`src/rtl/bitvec_enc_pkg.sv`:
```
// Shared types and helpers for the bit-vector index encoder: FSM state,
// index-width calculation and the popcount used by the optional pending counter.
package bitvec_enc_pkg;

  typedef enum logic [0:0] {
    ST_IDLE  = 1'b0,
    ST_DRAIN = 1'b1
  } state_e;

  function automatic int idx_width(input int width);
    return (width < 2) ? 1 : $clog2(width);
  endfunction

  // Sized for the widest legal vector; callers zero-extend narrower inputs.
  function automatic logic [8:0] popcount(input logic [255:0] vec);
    logic [8:0] cnt;
    cnt = 9'd0;
    for (int i = 0; i < 256; i++) begin
      cnt = cnt + {8'd0, vec[i]};
    end
    return cnt;
  endfunction

endpackage

```
`src/rtl/bitvec_index_encoder_prio_sel.sv`:
```
// prio_sel: combinational first-set-bit finder returning index, one-hot mask
// and a found flag; MSB_FIRST picks the highest instead of the lowest set bit.
module prio_sel
  import bitvec_enc_pkg::*;
#(
  parameter int WIDTH     = 8,
  parameter bit MSB_FIRST = 1'b0,
  localparam int IDX_W    = idx_width(WIDTH)
) (
  input  logic [WIDTH-1:0] i_vec,
  output logic [IDX_W-1:0] o_idx,
  output logic [WIDTH-1:0] o_onehot,
  output logic             o_found
);

  // Scan so the winning bit is visited last and overwrites earlier candidates.
  always_comb begin
    o_idx   = {IDX_W{1'b0}};
    o_found = 1'b0;
    for (int i = 0; i < WIDTH; i++) begin
      int j;
      j       = MSB_FIRST ? i : (WIDTH - 1 - i);
      o_idx   = i_vec[j] ? IDX_W'(j) : o_idx;
      o_found = o_found | i_vec[j];
    end
    o_onehot = o_found ? ({{(WIDTH-1){1'b0}}, 1'b1} << o_idx) : {WIDTH{1'b0}};
  end

endmodule

```
`src/rtl/bitvec_index_encoder.sv`:
```
// Multi-hot vector to index-stream encoder with valid/ready on both sides.
// Optional pending-count output enabled by defining BITVEC_ENC_PENDING_CNT_EN.
module bitvec_index_encoder
  import bitvec_enc_pkg::*;
#(
  parameter int WIDTH     = 8,
  parameter bit MSB_FIRST = 1'b0,
  localparam int IDX_W    = idx_width(WIDTH)
) (
  input  logic             clk,
  input  logic             rst_n,
  input  logic             in_valid,
  output logic             in_ready,
  input  logic [WIDTH-1:0] in_vec,
  output logic             out_valid,
  input  logic             out_ready,
  output logic [IDX_W-1:0] out_idx,
  output logic             out_last,
  output logic             zero_vec
`ifdef BITVEC_ENC_PENDING_CNT_EN
  ,
  output logic [IDX_W:0]   pending_cnt
`endif
);

  state_e           r_state;
  state_e           w_state_next;
  logic [WIDTH-1:0] r_pending;
  logic [WIDTH-1:0] w_pending_next;
  logic [WIDTH-1:0] w_cur_mask;
  logic [IDX_W-1:0] r_out_idx;
  logic             r_out_last;
  logic             r_zero_vec;
  logic             w_accept;
  logic             w_beat;
  logic [IDX_W-1:0] w_sel_idx;
  logic [WIDTH-1:0] w_sel_onehot;
  logic             w_sel_found;
  logic             w_sel_last;

  // Selection runs on next-cycle pending so index/last can be registered.
  prio_sel #(
    .WIDTH     (WIDTH),
    .MSB_FIRST (MSB_FIRST)
  ) u_prio_sel (
    .i_vec    (w_pending_next),
    .o_idx    (w_sel_idx),
    .o_onehot (w_sel_onehot),
    .o_found  (w_sel_found)
  );

  // State register.
  always_ff @(posedge clk or negedge rst_n) begin
    if (!rst_n) begin
      r_state <= ST_IDLE;
    end else begin
      r_state <= w_state_next;
    end
  end

  // Next-state: leave DRAIN only on the last beat unless a non-zero vector refills.
  always_comb begin
    w_state_next = r_state;
    case (r_state)
      ST_IDLE:  w_state_next = (w_accept && (|in_vec)) ? ST_DRAIN : ST_IDLE;
      ST_DRAIN: begin
        if (w_beat && r_out_last) begin
          w_state_next = (w_accept && (|in_vec)) ? ST_DRAIN : ST_IDLE;
        end else begin
          w_state_next = ST_DRAIN;
        end
      end
      default:  w_state_next = ST_IDLE;
    endcase
  end

  // Handshake outputs; in_ready may follow out_ready combinationally on the last beat.
  always_comb begin
    out_valid = (r_state == ST_DRAIN);
    in_ready  = (r_state == ST_IDLE) || (out_valid && out_ready && r_out_last);
    w_accept  = in_valid && in_ready;
    w_beat    = out_valid && out_ready;
  end

  // Pending update: load on accept, otherwise clear the index just delivered.
  always_comb begin
    w_cur_mask = {{(WIDTH-1){1'b0}}, 1'b1} << r_out_idx;
    if (w_accept) begin
      w_pending_next = in_vec;
    end else if (w_beat) begin
      w_pending_next = r_pending & ~w_cur_mask;
    end else begin
      w_pending_next = r_pending;
    end
    w_sel_last = w_sel_found && (w_pending_next == w_sel_onehot);
  end

  // Datapath registers.
  always_ff @(posedge clk or negedge rst_n) begin
    if (!rst_n) begin
      r_pending  <= {WIDTH{1'b0}};
      r_out_idx  <= {IDX_W{1'b0}};
      r_out_last <= 1'b0;
      r_zero_vec <= 1'b0;
    end else begin
      r_pending  <= w_pending_next;
      r_out_idx  <= w_sel_idx;
      r_out_last <= w_sel_last;
      r_zero_vec <= w_accept && !(|in_vec);
    end
  end

  assign out_idx  = r_out_idx;
  assign out_last = r_out_last;
  assign zero_vec = r_zero_vec;

`ifdef BITVEC_ENC_PENDING_CNT_EN
  logic [IDX_W:0] r_pending_cnt;

  // Remaining-index counter.
  always_ff @(posedge clk or negedge rst_n) begin
    if (!rst_n) begin
      r_pending_cnt <= {(IDX_W+1){1'b0}};
    end else if (w_accept) begin
      r_pending_cnt <= (IDX_W+1)'(popcount(256'(in_vec)));
    end else if (w_beat) begin
      r_pending_cnt <= r_pending_cnt - {{IDX_W{1'b0}}, 1'b1};
    end else begin
      r_pending_cnt <= r_pending_cnt;
    end
  end

  assign pending_cnt = r_pending_cnt;
`endif

endmodule

```
`config.mk`:
```
export PLATFORM = sky130hd
export DESIGN_NAME = bitvec_index_encoder
export DESIGN_NICKNAME = d
export VERILOG_FILES = /design/src/rtl/bitvec_enc_pkg.sv /design/src/rtl/bitvec_index_encoder_prio_sel.sv /design/src/rtl/bitvec_index_encoder.sv
export SDC_FILE = /design/constraint.sdc
export NUM_CORES = 1
export LEC_CHECK = 0
export ABC_CLOCK_PERIOD_IN_PS = 2200
export CAP_MARGIN = 10
export CORE_ASPECT_RATIO = 1.4
export CORE_UTILIZATION = 46
export DETAILED_ROUTE_END_ITERATION = 7
export HOLD_SLACK_MARGIN = 0.06
export MAX_ROUTING_LAYER = met4
export PLACE_DENSITY = 0.74
export SLEW_MARGIN = 25
export SYNTH_ARGS = -nofsm -noshare
export SYNTH_HDL_FRONTEND = slang
export SYNTH_SLANG_ARGS = --single-unit
```
`constraint.sdc`:
```
create_clock -name clk -period 2.2 [get_ports clk]
set_input_delay 0.44 -clock clk [delete_from_list [all_inputs] [get_ports clk]]
set_output_delay 0.44 -clock clk [all_outputs]
set_load 0.01 [all_outputs]
```
## Word-level counts from Yosys, hierarchy flattened

Index checks and enable logic that the tools add are counted.

| word-level totals | value |
|---|---|
| register bits | 14 |
| input bits | 12 |
| logic and storage cells | 41 |

| cells by class | value |
|---|---|
| equal/unequal tests | 1 |
| shift-type cells | 2 |
| muxes and demuxes | 14 |
| bitwise gates (word level) | 10 |
| reduce and logical (&&, ||, !) cells | 9 |

Operators with widths:

| cell | count |
|---|---|
| 3-bit two-way mux | 8 |
| 8-bit two-way mux | 3 |
| 1-bit by 3-bit left shift with 8-bit output (first input constant) | 2 |
| 8-bit bitwise AND | 1 |
| 8-bit == test | 1 |
| 8-bit inverter | 1 |
| 8-bit OR reduction | 1 |
| 1-bit bitwise OR | 7 |
| 1-bit logical AND | 6 |
| 1-bit two-way mux | 2 |
| 1-bit one-hot mux with 2 select lines | 1 |
| 1-bit zero test | 1 |
| 1-bit logical OR | 1 |
| 1-bit inverter | 1 |

## Longest topological paths before layout

Gate-level depths: netlist of the first run.

| depth | value |
|---|---|
| depth in word-level cells | 17 |
| mapped depth | 8 |

## Modules after synthesis

From an unflattened synthesis of the first run, not the netlist that was laid out.

| unflattened totals | value |
|---|---|
| cells, all modules | 91 |
| area total of the unflattened synthesis | 853.3 um^2 |

By module, submodules not included:

| module | instances | cells an instance | area an instance (um^2) |
|---|---|---|---|
| bitvec_index_encoder | 1 | 66 | 708.2 |
| prio_sel | 1 | 25 | 145.1 |

## Worst setup path after synthesis of the first run

No wires, ideal clock.

| timing path | value |
|---|---|
| path type | reg2reg |
| from | reg r_state, in the netlist out_valid |
| to | reg r_out_last, in the netlist out_last |
| setup time | 0.096 ns |
| arrival | 1.753 ns |
| required time | 2.104 ns |
| slack | 0.351 ns |
| cell stages (with the launch flop) | 8 |
| path buffers | 1 |
| period minus slack after synthesis | 1.849 ns |
| path through | dfrtp_1 -> a21bo_1 -> buf_4 -> nand2_4 -> mux2_2 -> nor2_1 -> nand3b_1 -> a311oi_2 |

RTL lines:

| element | RTL line | RTL |
|---|---|---|
| start, declared | bitvec_index_encoder.sv:26 | `state_e r_state;` |
| start signal, assigned | bitvec_index_encoder.sv:57 | `r_state <= w_state_next;` |
| 1-bit logical AND (2 in series) | bitvec_index_encoder.sv:80 | `in_ready = (r_state == ST_IDLE) \|\| (out_valid && out_ready && r_out_last);` |
| 1-bit logical OR (*) | bitvec_index_encoder.sv:80 |  |
| net in_ready | bitvec_index_encoder.sv:13 | `output logic in_ready,` |
| 1-bit logical AND (*) | bitvec_index_encoder.sv:81 | `w_accept = in_valid && in_ready;` |
| 8-bit two-way mux (*) | bitvec_index_encoder.sv:88 | `if (w_accept) begin` |
| net u_prio_sel.i_vec[5] | bitvec_index_encoder_prio_sel.sv:10 | `input logic [WIDTH-1:0] i_vec,` |
| 3-bit two-way mux (6 in series) | bitvec_index_encoder_prio_sel.sv:23 | `o_idx = i_vec[j] ? IDX_W'(j) : o_idx;` |
| 1-bit by 3-bit left shift with 8-bit output | bitvec_index_encoder_prio_sel.sv:26 | `o_onehot = o_found ? ({{(WIDTH-1){1'b0}}, 1'b1} << o_idx) : {WIDTH{1'b0}};` |
| 8-bit two-way mux | bitvec_index_encoder_prio_sel.sv:26 |  |
| 8-bit == test | bitvec_index_encoder.sv:95 | `w_sel_last = w_sel_found && (w_pending_next == w_sel_onehot);` |
| 1-bit logical AND (*) | bitvec_index_encoder.sv:95 |  |
| net w_sel_last | bitvec_index_encoder.sv:39 | `logic w_sel_last;` |
| end signal, assigned | bitvec_index_encoder.sv:108 | `r_out_last <= w_sel_last;` |
| end, declared | bitvec_index_encoder.sv:32 | `logic r_out_last;` |

Mark *: on every way through the listed nets, which the timed path passes. The rest lies on a longest branch.

## Final worst setup path of the first run

| timing path | value |
|---|---|
| from | reg r_state, in the netlist out_valid |
| to | out in_ready |

| on the way | value |
|---|---|
| longest elaborated chain between the ends | 3 |

Ends and longest elaborated chain:

| element | RTL line |
|---|---|
| 1-bit logical AND (2 in series) | bitvec_index_encoder.sv:80 |
| 1-bit logical OR (*) | bitvec_index_encoder.sv:80 |
| end, declared | bitvec_index_encoder.sv:13 |

Mark *: on every way between the ends. The rest lies on a longest branch, timed or not.

==> impl_metrics.csv, run 1 <==
group,metric,value,unit
power_and_ir_drop,leakage,0.540,nW
setup_path,reg2reg_to,"out_last",
setup_path,reg2regPathDepth,6,
grt,antenna_found_initial,0,
route,via_count,851,
setup_path,start_kind,"flop",
synthesis,syn_inst,86,
synthesis,synth.net_count,98,
synthesis,synthTopCellsByArea,"dfrtp_1 41%, a31oi_4 5.0%, o21ai_0 4.1%",
clocking,cts.sinks,14,
floorplan,rows,18,
synthesis,yosysTopAreaCellShare,41.1,%
synthesis,synth_edf_count,0,
placement,dpl_worst_slack,-0.232,ns
sta,post-route-min-period,1.95,ns
setup_path,slowest_delay,0.55,ns
floorplan,initial_utilization,48.5,%
sta,tightestPinTransition,0.625,ns
floorplan,io_pins,19,
synthesis,synthTopCellsByCount,"14 x dfrtp_1, 7 x nand2_1, 7 x nor2_1, 7 x o21ai_0, 5 x nand3_1",
synthesis,syn-cell-area,852,µm²
layout,antenna_cells,0,
route,ant_nets,0,
sta,slew_violations,0,
setup_path,crit_path_start,"out_valid",
setup_path,r2r_setup_slack,0.30,ns
setup_path,worst_path_max_delay_cell,"clkdlybuf4s50_1",
clocking,cts-buffers-inserted,3,
grt,grt_max_degree,15,
sta,max_freq,512,MHz
layout,syn_to_final_growth,43.6,%
synthesis,seq_area_frac_synth,41.1,%
clocking,htree_levels,1,
clocking,clkTransAtPathRegs,0.09,ns
floorplan,die_x,38.4,µm
synthesis,synth_seq_cells,14,
clocking,clock-root-buffer,"clkbuf_4",
synthesis,yosysMostFrequentCell,"dfrtp_1",
clocking,cts_tree,"done",
grt,grt.overflow.total,0,
layout,layout.nets,137,
layout,layout-drive-gt1-share,28.2,%
clocking,clk_latency,0.28,ns
sta,setup_ws,0.246,ns
setup_path,crit_arrival,1.51,ns
placement,dp_hpwl,1.88,mm
route,via_per_inst,5.91,
setup_path,crit_chain,"a21bo_4 -> clkdlybuf4s50_1",
grt,grt_pass1_wl,3.61,mm
clocking,cts_buffer_depth,2,
route,drt-pass1-iter-count,4,
route,routed_wl,2.40,mm
clocking,ctsHoldBuffers,0,
sta,rsz0062_at_grt,"false",
grt,gr-usage-all-layers,26.7,%
synthesis,ys_warn_count,0,
layout,fin_util,69.7,%
min_path,hp-class,"in2async",
floorplan,fp.dieH,52.9,µm
synthesis,yosys.cell_types.count,32,
floorplan,dieArea,2030,µm²
setup_path,cp-end-kind,"output port",
route,route.detailed.drc,0,
route,dr.first_iter.drc_count,49,
sta,final_hold_viol_count,0,
power_and_ir_drop,vdd_ir_drop_max,857,µV
sta,setup-tns-final,0,ns
placement,finalWeightedCongestion,1.02,
clocking,post_cts_buffers,0,
power_and_ir_drop,power.density,1350,nW/µm²
synthesis,synth_flop_cell,"dfrtp_1",
sta,maxSlewHeadroom,58.2,%
grt,grt_pass1_vias,856,
setup_path,worstPathMaxFanout,6,
run_status,status,"finished, final reports clean",
placement,io_buffers,18,
setup_path,r2r_start,"out_idx[1]",
synthesis,synth_top_area_cell,"dfrtp_1",
synthesis,avgSynthCellArea,9.91,µm²
route,detail_route.wl_per_cell,16.7,µm
setup_path,critPathRequiredTime,1.76,ns
setup_path,crit_type,"reg2out",
sta,setup_viol,0,
flow_run,max-cap-violations,0,
sta,period_share,88.8,%
sta,fin_skew,0.00132,ns
synthesis,async_flop_share,100,%
floorplan,core-area,1760,µm²
## worst max path at each step
| stage | slack (ns) | end | cells past startpoint |
|---|---|---|---|
| floorplan | 0.35 | out_last | 7 |
| global placement | -0.21 | out_last | 7 |
| detailed placement | -0.23 | out_last | 7 |
| CTS | 0.01 | in_ready | 3 |
| global route | 0.20 | out_last | 6 |
| finish | 0.25 | in_ready | 2 |
## flip-flops by register name, indices dropped and copies added (netlist names)
signal	cells
out_idx	3
out_last	1
out_valid	1
r_pending	8
zero_vec	1
## per-layer routing
metal  wire (µm)  up-vias  global-route usage [%]
li1            -      391                       -
met1         898      415                    27.7
met2        1270       34                    47.5
met3         135       11                    2.94
met4          95        0                    14.9
met5           0        -                       -
## cells by family after synthesis
kind of cell	after synthesis	synth area share, %
flip-flops	14	41.1
AND/OR/NAND/NOR	37	25.0
AO/OA/AOI/OAI	26	25.4
multiplexers	3	3.82
buffers and inverters	6	4.70
## metrics by stage
stage                     power (W)  instances  hold WS, ns  area (µm²)
after global routing        0.00176        144        0.584        1220
after global placement      0.00140        140        0.682        1170
after CTS                   0.00163        144        0.557        1210
final                       0.00165        144        0.540        1220
after detailed placement    0.00143        140        0.665        1170
after floorplan            0.000978         86        0.144         852
## report_power, final
group	internal, W	leakage (nW)	switching (W)
logic	0.000537	0.344	0.000494
clock network	0.000101	0.0210	0.0000862
registers	0.000362	0.175	0.0000747
total	0.00100	0.540	0.000654
## critical path: cells and delay by family, from the launching register on
family          cells  cell delay, ns
buf+inv             1            0.55
compound gates      1            0.25
flops               1            0.43
## layout by cell type, fill, tap and decap left out, types with 2 or more instances in the layout
cell type and count:
and3_1 3, a31oi_4 2, o21ai_0 7, a21oi_1 3, o31a_1 2, nor2_1 7, nand3b_1 3, dfrtp_1 14
clkbuf_4 3, nand3_1 5, mux2_2 2, clkdlybuf4s50_1 17, o21ai_1 2, nor3_1 3, nand2b_1 3, o31ai_1 2
nand2_1 7, buf_4 19, inv_1 3
## layout make-up
| class | instances | area, µm² |
|---|---|---|
| clock buffer | 4 | 36.3 |
| fill | 156 | 533 |
| inverter | 3 | 11.3 |
| timing repair buffer | 37 | 325 |
| multi-input combinational | 66 | 475 |
| tap | 20 | 25.0 |
| sequential | 14 | 350 |
## what timing repair did
item,4_1_cts,5_1_grt
pin swaps,1,0
gates resized for setup,2,2
endpoints found under the setup margin,1,2
Note: power is estimated with default switching activity, not from simulation.
==> run 2, diff against run 1 <==
--- a/config.mk
+++ b/config.mk
@@ -7,12 +7,11 @@
 export LEC_CHECK = 0
 export ABC_CLOCK_PERIOD_IN_PS = 2200
 export CAP_MARGIN = 10
-export CORE_ASPECT_RATIO = 1.4
-export CORE_UTILIZATION = 46
+export CORE_UTILIZATION = 48
 export DETAILED_ROUTE_END_ITERATION = 7
 export HOLD_SLACK_MARGIN = 0.06
 export MAX_ROUTING_LAYER = met4
-export PLACE_DENSITY = 0.74
+export PLACE_DENSITY = 0.77
 export SLEW_MARGIN = 25
 export SYNTH_ARGS = -nofsm -noshare
 export SYNTH_HDL_FRONTEND = slang
==> run 2 against run 1 <==
Wire length decreased by 3.8%. Non-clock buffer count increased by 2. Clock power decreased by 21%. Utilization increased by 7.1 points. Global-route usage decreased by 0.19 points. Power decreased by 3.4%. Sequential power decreased by 3%. Combinational power about the same. Clock skew increased by 0.011 ns. Register-to-register slack about the same. Final cell count decreased by 2.1%. Largest cell class unchanged.
==> impl_metrics.csv, run 2 (synthesis results as in run 1) <==
group,metric,value,unit
run_status,status,"finished, final reports clean",
clocking,post_cts_buffers,0,
clocking,cts_buffer_depth,2,
clocking,ctsHoldBuffers,0,
floorplan,io_pins,19,
sta,max_freq,466,MHz
setup_path,crit_arrival,1.71,ns
layout,final_cell_mix,"21 x buf_4, 18 x clkdlybuf4s50_1, 14 x dfrtp_1",
sta,setup_viol,0,
sta,post-route-min-period,2.15,ns
clocking,clock-root-buffer,"clkbuf_4",
setup_path,crit_type,"in2out",
floorplan,core-area,1580,µm²
setup_path,worst_path_max_delay_cell,"clkdlybuf4s50_1",
sta,slew_violations,0,
clocking,htree_levels,1,
route,via_count,850,
route,route.detailed.drc,0,
grt,grt_pass1_vias,814,
clocking,clk_latency,0.28,ns
setup_path,worst-path-buf-inv,2,
setup_path,cp-end-kind,"output port",
clocking,clkTransAtPathRegs,0.09,ns
route,drt-pass1-iter-count,6,
floorplan,die_x,44.1,µm
layout,layout-drive-gt1-share,28.8,%
grt,grt_pass1_wl,3.57,mm
layout,antenna_cells,0,
sta,tightestPinTransition,0.661,ns
route,detail_route.wl_per_cell,16.4,µm
sta,period_share,97.5,%
setup_path,slowest_delay,0.55,ns
placement,dp_hpwl,1.77,mm
min_path,hp-class,"in2async",
setup_path,critPathRequiredTime,1.76,ns
layout,syn_to_final_growth,42.0,%
clocking,cts_resized,1,
clocking,cts-buffers-inserted,3,
route,dr.first_iter.drc_count,40,
setup_path,crit_family,"buffers and inverters",
floorplan,initial_utilization,54.0,%
floorplan,fp.dieH,44.1,µm
placement,dp_cells,138,
route,via_per_inst,6.03,
grt,antenna_found_initial,0,
placement,finalWeightedCongestion,0.890,
sta,maxSlewHeadroom,55.8,%
floorplan,rows,14,
floorplan,dieArea,1950,µm²
layout,largest_register_ffs,8,
grt,grt.overflow.total,0,
setup_path,start_kind,"input port",
sta,rsz0062_at_grt,"false",
setup_path,crit_chain,"clkdlybuf4s50_1 -> a21bo_4 -> clkdlybuf4s50_1",
route,ant_nets,0,
layout,layout.nets,139,
flow_run,max-cap-violations,0,
layout,layout_commonest_cell,"buf_4",
layout,postLayoutCellArea,1210,µm²
setup_path,worstPathMaxFanout,8,
setup_path,path_common_cell,"clkdlybuf4s50_1",
layout,final_cells,141,
placement,placed_area,1180,µm²
grt,gr-usage-all-layers,26.5,%
grt,grt_max_degree,15,
sta,fin_skew,0.0120,ns
power_and_ir_drop,power.density,1320,nW/µm²
layout,regMostFlops,"r_pending",
power_and_ir_drop,leakage,0.533,nW
route,routed_wl,2.31,mm
sta,final_hold_viol_count,0,
clocking,cts_tree,"done",
placement,io_buffers,18,
clocking,cts.sinks,14,
power_and_ir_drop,vdd_ir_drop_max,719,µV
run 2: cell count changes in the layout (fill, tap and decap cells not counted):
cell,delta
buf_4,+2
clkbuf_8,-1
clkdlybuf4s50_1,+1
dlymetal6s2s_1,-1
o21ai_2,+1
o21ai_4,-1
run 2: layout make-up:
type / count / area, µm²
timing repair buffer: 39 / 338
inverter: 3 / 11.3
fill: 129 / 367
multi-input combinational: 66 / 468
clock buffer: 3 / 22.5
sequential: 14 / 350
tap: 16 / 20.0
run 2: worst register-to-register path, cell delays in order, from the launching register on:
cell      delay [ns]
dfrtp_1         0.44
or3b_4          0.44
o21ai_2         0.19
a31oi_4         0.14
o21ai_0         0.21
nand3b_1        0.11
a311oi_2        0.27
run 2: routing by layer:
metal | vias up | global-route usage [%] | wire length, µm
li1 | 397 | - | -
met1 | 406 | 29.4 | 944
met2 | 40 | 48.5 | 1200
met3 | 7 | 3.67 | 120
met4 | 0 | 8.48 | 41
met5 | - | - | 0
run 2: stage by stage:
step	hold slack (ns)	utilization [%]	setup WS, ns	total power, W	TNS, ns
floorplan	0.144	-	0.351	0.000978	0
global placement	0.735	74.9	-0.122	0.00141	-0.257
detailed placement	0.724	74.9	-0.148	0.00144	-0.267
CTS	0.576	76.3	0.0122	0.00159	0
global route	0.588	76.7	0.0202	0.00170	0
finish	0.551	76.7	0.0546	0.00160	0
run 2: where the power goes:
part           leakage [nW]  internal, W  switching [W]
registers             0.175     0.000361      0.0000594
logic                 0.344     0.000545       0.000485
clock network        0.0138    0.0000634      0.0000838
total                 0.533     0.000969       0.000628
run 2: final timing paths:
check | start | endpoint | slack [ns] | depth (start not counted)
worst max-delay path | out_ready | in_ready | 0.05 | 3
worst min-delay path | rst_n | out_valid | 0.55 | 1
worst max register to register | out_idx[1] | out_last | 0.31 | 6
worst min register to register | r_pending[1] | r_pending[1] | 0.76 | 3
max in group asynchronous | rst_n | r_pending[7] | 1.21 | 1
min in group clk | r_pending[1] | r_pending[1] | 0.76 | 3
